$ cat src/rtl/fifo_write_ctrl_if.sv
// rtl/fifo_write_ctrl_if.sv - producer/RAM/read-domain signal bundle for the async FIFO write controller
// Optional drop_count member is present when FIFO_WR_DROP_CNT_EN is defined.
interface fifo_write_ctrl_if #(
  parameter int ADDR_WIDTH = 3
);
  logic                  wr_en;
  logic [ADDR_WIDTH:0]   rd_ptr_gray;
  logic                  overflow_clr;
  logic                  mem_we;
  logic [ADDR_WIDTH-1:0] wr_addr;
  logic [ADDR_WIDTH:0]   wr_ptr_gray;
  logic                  full;
  logic                  almost_full;
  logic [ADDR_WIDTH:0]   level;
  logic                  overflow;
`ifdef FIFO_WR_DROP_CNT_EN
  logic [15:0]           drop_count;

  modport master (
    output wr_en, rd_ptr_gray, overflow_clr,
    input  mem_we, wr_addr, wr_ptr_gray, full, almost_full, level, overflow, drop_count
  );
  modport slave (
    input  wr_en, rd_ptr_gray, overflow_clr,
    output mem_we, wr_addr, wr_ptr_gray, full, almost_full, level, overflow, drop_count
  );
`else
  modport master (
    output wr_en, rd_ptr_gray, overflow_clr,
    input  mem_we, wr_addr, wr_ptr_gray, full, almost_full, level, overflow
  );
  modport slave (
    input  wr_en, rd_ptr_gray, overflow_clr,
    output mem_we, wr_addr, wr_ptr_gray, full, almost_full, level, overflow
  );
`endif
endinterface

$ cat src/rtl/fifo_write_ctrl.sv
// rtl/fifo_write_ctrl.sv - write-side pointer, full/level and overflow control for a dual-clock FIFO
// Defining FIFO_WR_DROP_CNT_EN adds a saturating dropped-write counter (drop_count).
module fifo_write_ctrl #(
  parameter int ADDR_WIDTH   = 3,
  parameter int AFULL_THRESH = 6,
  parameter int SYNC_STAGES  = 2
) (
  input  logic            clock,
  input  logic            reset,
  fifo_write_ctrl_if.slave bus
);
  localparam int A = ADDR_WIDTH;
  localparam logic [A:0] AFULL_T = (A+1)'(AFULL_THRESH);

  logic [A:0] wr_bin;
  logic [A:0] wr_gray;
  logic [A:0] next_bin;
  logic [A:0] next_gray;
  logic [A:0] rd_sync [SYNC_STAGES];
  logic [A:0] rd_gray_s;
  logic [A:0] rd_bin_s;
  logic [A:0] level_next;
  logic [A:0] level_q;
  logic       full_q;
  logic       almost_full_q;
  logic       overflow_q;
  logic       mem_we;
  logic       drop;
  logic       full_next;

  assign mem_we    = bus.wr_en & ~full_q;
  assign drop      = bus.wr_en & full_q;
  assign next_bin  = wr_bin + {{A{1'b0}}, mem_we};
  assign next_gray = next_bin ^ (next_bin >> 1);
  assign rd_gray_s = rd_sync[SYNC_STAGES-1];

  // Each binary bit is the XOR of all Gray bits at or above it.
  always_comb begin
    rd_bin_s = '0;
    for (int i = 0; i <= A; i++) begin
      rd_bin_s[i] = ^(rd_gray_s >> i);
    end
  end

  assign full_next  = (next_gray == {~rd_gray_s[A:A-1], rd_gray_s[A-2:0]});
  assign level_next = next_bin - rd_bin_s;

  always_ff @(posedge clock or negedge reset) begin
    if (!reset) begin
      wr_bin        <= '0;
      wr_gray       <= '0;
      full_q        <= 1'b0;
      almost_full_q <= 1'b0;
      level_q       <= '0;
      overflow_q    <= 1'b0;
      for (int i = 0; i < SYNC_STAGES; i++) begin
        rd_sync[i] <= '0;
      end
    end else begin
      rd_sync[0] <= bus.rd_ptr_gray;
      for (int i = 1; i < SYNC_STAGES; i++) begin
        rd_sync[i] <= rd_sync[i-1];
      end
      wr_bin        <= next_bin;
      wr_gray       <= next_gray;
      full_q        <= full_next;
      level_q       <= level_next;
      almost_full_q <= (level_next >= AFULL_T);
      // A new drop takes priority over a clear in the same cycle.
      if (drop) begin
        overflow_q <= 1'b1;
      end else if (bus.overflow_clr) begin
        overflow_q <= 1'b0;
      end
    end
  end

`ifdef FIFO_WR_DROP_CNT_EN
  logic [15:0] drop_cnt;

  always_ff @(posedge clock or negedge reset) begin
    if (!reset) begin
      drop_cnt <= '0;
    end else if (bus.overflow_clr) begin
      drop_cnt <= {15'd0, drop};
    end else if (drop && (drop_cnt != 16'hFFFF)) begin
      drop_cnt <= drop_cnt + 16'd1;
    end
  end

  assign bus.drop_count = drop_cnt;
`endif

  assign bus.mem_we      = mem_we;
  assign bus.wr_addr     = wr_bin[A-1:0];
  assign bus.wr_ptr_gray = wr_gray;
  assign bus.full        = full_q;
  assign bus.almost_full = almost_full_q;
  assign bus.level       = level_q;
  assign bus.overflow    = overflow_q;
endmodule
$ cat src/flat_wrapper.sv
// flat-port wrapper written by rule: the top's interface ports become plain ports
module fifo_write_ctrl_flat 
#(
  parameter int ADDR_WIDTH   = 3,
  parameter int AFULL_THRESH = 6,
  parameter int SYNC_STAGES  = 2
)
  (clock, reset, bus_wr_en, bus_rd_ptr_gray, bus_overflow_clr, bus_mem_we, bus_wr_addr, bus_wr_ptr_gray, bus_full, bus_almost_full, bus_level, bus_overflow);
  fifo_write_ctrl_if #(.ADDR_WIDTH(ADDR_WIDTH)) bus_i ();
  input  logic clock;
  input  logic reset;
  input wire logic [$bits(bus_i.wr_en)-1:0] bus_wr_en;
  input wire logic [$bits(bus_i.rd_ptr_gray)-1:0] bus_rd_ptr_gray;
  input wire logic [$bits(bus_i.overflow_clr)-1:0] bus_overflow_clr;
  output wire logic [$bits(bus_i.mem_we)-1:0] bus_mem_we;
  output wire logic [$bits(bus_i.wr_addr)-1:0] bus_wr_addr;
  output wire logic [$bits(bus_i.wr_ptr_gray)-1:0] bus_wr_ptr_gray;
  output wire logic [$bits(bus_i.full)-1:0] bus_full;
  output wire logic [$bits(bus_i.almost_full)-1:0] bus_almost_full;
  output wire logic [$bits(bus_i.level)-1:0] bus_level;
  output wire logic [$bits(bus_i.overflow)-1:0] bus_overflow;
  assign bus_i.wr_en = bus_wr_en;
  assign bus_i.rd_ptr_gray = bus_rd_ptr_gray;
  assign bus_i.overflow_clr = bus_overflow_clr;
  assign bus_mem_we = bus_i.mem_we;
  assign bus_wr_addr = bus_i.wr_addr;
  assign bus_wr_ptr_gray = bus_i.wr_ptr_gray;
  assign bus_full = bus_i.full;
  assign bus_almost_full = bus_i.almost_full;
  assign bus_level = bus_i.level;
  assign bus_overflow = bus_i.overflow;
  fifo_write_ctrl #(.ADDR_WIDTH(ADDR_WIDTH), .AFULL_THRESH(AFULL_THRESH), .SYNC_STAGES(SYNC_STAGES)) u_core (.clock(clock), .reset(reset), .bus(bus_i));
endmodule
$ cat config.mk
export PLATFORM = sky130hd
export DESIGN_NAME = fifo_write_ctrl_flat
export DESIGN_NICKNAME = d
export VERILOG_FILES = /design/src/rtl/fifo_write_ctrl_if.sv /design/src/rtl/fifo_write_ctrl.sv /design/src/flat_wrapper.sv
export SDC_FILE = /design/constraint.sdc
export NUM_CORES = 1
export LEC_CHECK = 0
export BUFFER_PORTS_ARGS = -buffer_cell sky130_fd_sc_hd__buf_2
export CAP_MARGIN = 20
export CORE_MARGIN = 1.5
export CORE_UTILIZATION = 30
export CTS_BUF_LIST = sky130_fd_sc_hd__clkbuf_16
export DETAILED_ROUTE_END_ITERATION = 7
export GPL_ROUTABILITY_DRIVEN = 0
export HOLD_SLACK_MARGIN = 0.02
export SETUP_SLACK_MARGIN = 0.05
export SLEW_MARGIN = 5
export SYNTH_ARGS = -nofsm -noshare
export SYNTH_HDL_FRONTEND = slang
export SYNTH_SLANG_ARGS = --single-unit
$ cat constraint.sdc
create_clock -name clock -period 6.5 [get_ports clock]
set_clock_uncertainty 0.2 [all_clocks]
set_input_delay 0.65 -clock clock [delete_from_list [all_inputs] [get_ports clock]]
set_output_delay 0.65 -clock clock [all_outputs]
set_load 0.005 [all_outputs]
==> impl_metrics.tcl <==
set metrics [dict create \
    status "completed" \
    setup_violations 0 \
    ant_nets 0 \
    synthArstFlopShare 1.00 \
    ys_ff_latch 22 \
    regToRegStartpoint "u_core.rd_gray_s[3]$_DFF_PN0_" \
    nets 108 \
    slew_headroom 0.682 \
    crit_type "in2reg" \
    initial_core_util 0.326 \
    insertion_delay_ns 0.25 \
    area_delta_synth_final_pct 24.7 \
    num_io_pins 23 \
    grt_pass1_wl_um 2360 \
    syn_nets 81 \
    gr-usage-all-layers 0.0946 \
    seq_area_frac_synth 0.596 \
    tns_ns 0 \
    dp.cells 120 \
    tritoncts.num_buffers 3 \
    dieArea_mm2 0.00342 \
    hold_class "reg2reg" \
    slew_viol_final 0 \
    synth_area_um2 923 \
    htree_num_levels 1 \
    cp-end-kind "flip-flop" \
    period_share 0.403 \
    r2r_slack_ns 3.98 \
    path_max_fanout 6 \
    root_buffer "clkbuf_16" \
    yosys_most_used_dff "dfrtp_1" \
    ys_warn_count 0 \
    synthCells 67 \
    cp.arrival_ns 2.55 \
    post_cts_resized 0 \
    powerDensity_mw_per_mm2 577 \
    antenna_found_initial 0 \
    reg2reg_to "u_core.bus.almost_full$_DFF_PN0_" \
    n_antenna_cell 0 \
    place_hpwl_um 1060 \
    use_met2 0.162 \
    wl_per_cell_um 11.0 \
    grt_use_met3 0.0462 \
    cts_setup_buffers 0 \
    reg2reg_depth 8 \
    drive_above_1_share 0.312 \
    row_count 19 \
    cts_tree "yes" \
    busiest_layer "met2" \
    met1_usage 0.102 \
    setup_slack_ns 3.88 \
    grt_pass1_vias 589 \
    stdcell_count 124 \
    die_x_um 58.5 \
    fill_cells 277 \
    dr.pass1.iters 3 \
    grt_overflow_total 0 \
    worst_ep_required_time_ns 6.43 \
    vdd_ir_drop_max_mv 0.163 \
    ys_types 21 \
    min_period_ns 2.62 \
    drv_cap 0 \
    clock_sinks 22 \
    worst_hold_startpoint "u_core.rd_sync[6]$_DFF_PN0_" \
    p_leak_nw 0.582 \
    min_path_cells 0 \
    core_area_mm2 0.00283 \
    io_buffers 22 \
    final_util 0.407 \
    first_iter_violations 2 \
    syn_area_per_cell_um2 13.8 \
    max_freq_mhz 382 \
    cts.reportedPaths.clkPinSlew_ns 0.05 \
    routed_wl_um 1370 \
    synth_edf_count 0 \
    dp_slack_ns 3.59 \
    whs_endpoint "u_core.rd_gray_s[2]$_DFF_PN0_" \
    grt_max_degree 23 \
    final_cell_mix "buf_2 (22), dfrtp_1 (22), inv_1 (8), xnor2_1 (7), xor2_1 (7)" \
    vias 546 \
    hold_viol 0 \
    worstMarginPinSlew_ns 0.474 \
    drc_errors 0 \
    viasPerCell 4.40 \
    grt_setup_unrepaired "false" \
    cts_hold_buf 0 \
    die_y_um 58.5 \
    clockBufferDepth 2 \
    startpoint_type "input pin" \
]
## synth_stat cells (2+ instances only)
master | number | area share
nor3_1 | 2 | 0.011
dfrtp_1 | 22 | 0.60
a21oi_1 | 2 | 0.011
xnor2_1 | 7 | 0.066
xor2_1 | 7 | 0.066
ha_1 | 5 | 0.068
inv_1 | 8 | 0.033
## cell families after synthesis
| logic type | after synthesis | synth area share |
|---|---|---|
| buffers and inverters | 8 | 0.0325 |
| adder cells (fa/ha/maj) | 6 | 0.0894 |
| AO/OA/AOI/OAI | 9 | 0.0745 |
| XOR/XNOR | 16 | 0.168 |
| AND/OR/NAND/NOR | 6 | 0.0393 |
| flip-flops | 22 | 0.596 |
## final cells by class
type	instances	area, um2	share of cell area
well taps	31	38.8	0.0337
inverters	8	30.0	0.0261
repair buffers	22	110	0.0957
clock buffers	3	75.1	0.0652
multi-input cells	37	343	0.298
flip-flops and latches	22	551	0.478
clock inverters	1	3.75	0.00326
## metrics by stage
step	area [um2]	total power [mW]	hold slack (ns)
3_3_place_gp	1070	0.540	0.132
2_1_floorplan	923	0.454	0.131
5_1_grt	1150	0.726	0.158
4_1_cts	1150	0.679	0.147
3_5_place_dp	1070	0.550	0.135
6_report	1150	0.664	0.146
## worst max-delay path, stage by stage
cell	delay [ns]
buf_2	0.10
nor2b_1	0.13
ha_1	0.22
ha_1	0.40
inv_1	0.12
fa_1	0.57
inv_1	0.06
a22oi_1	0.21
o211ai_2	0.09
## power by group
part / total, mW / leakage, nW / internal [mW] / switching, mW
combinational: 0.324 / 0.283 / 0.156 / 0.168
sequential: 0.214 / 0.260 / 0.189 / 0.0248
clock: 0.126 / 0.0385 / 0.0819 / 0.0439
## state kept, by name, indices dropped and copies added (netlist names)
name                    count
u_core.wr_bin               4
u_core.bus.full             1
u_core.bus.level            4
u_core.bus.almost_full      1
u_core.bus.overflow         1
u_core.rd_sync              4
u_core.rd_gray_s            4
u_core.bus.wr_ptr_gray      3
## worst max-delay path by stage
stage / start / endpoint / slack [ns] / depth (start not counted)
finish: bus_wr_en / u_core.bus.almost_full$_DFF_PN0_ / 3.88 / 9
global route: bus_wr_en / u_core.bus.almost_full$_DFF_PN0_ / 3.78 / 9
CTS: bus_wr_en / u_core.bus.almost_full$_DFF_PN0_ / 3.86 / 9
detailed placement: bus_wr_en / u_core.bus.almost_full$_DFF_PN0_ / 3.59 / 9
global placement: bus_wr_en / u_core.bus.almost_full$_DFF_PN0_ / 3.68 / 9
floorplan: bus_wr_en / u_core.bus.almost_full$_DFF_PN0_ / 3.84 / 8
## routing by layer
metal | wire, um | vias up
met1 | 600 | 258
li1 | - | 267
met5 | 0 | -
met3 | 89 | 4
met4 | 24 | 0
met2 | 656 | 17
(Power assumes the default switching activity.)
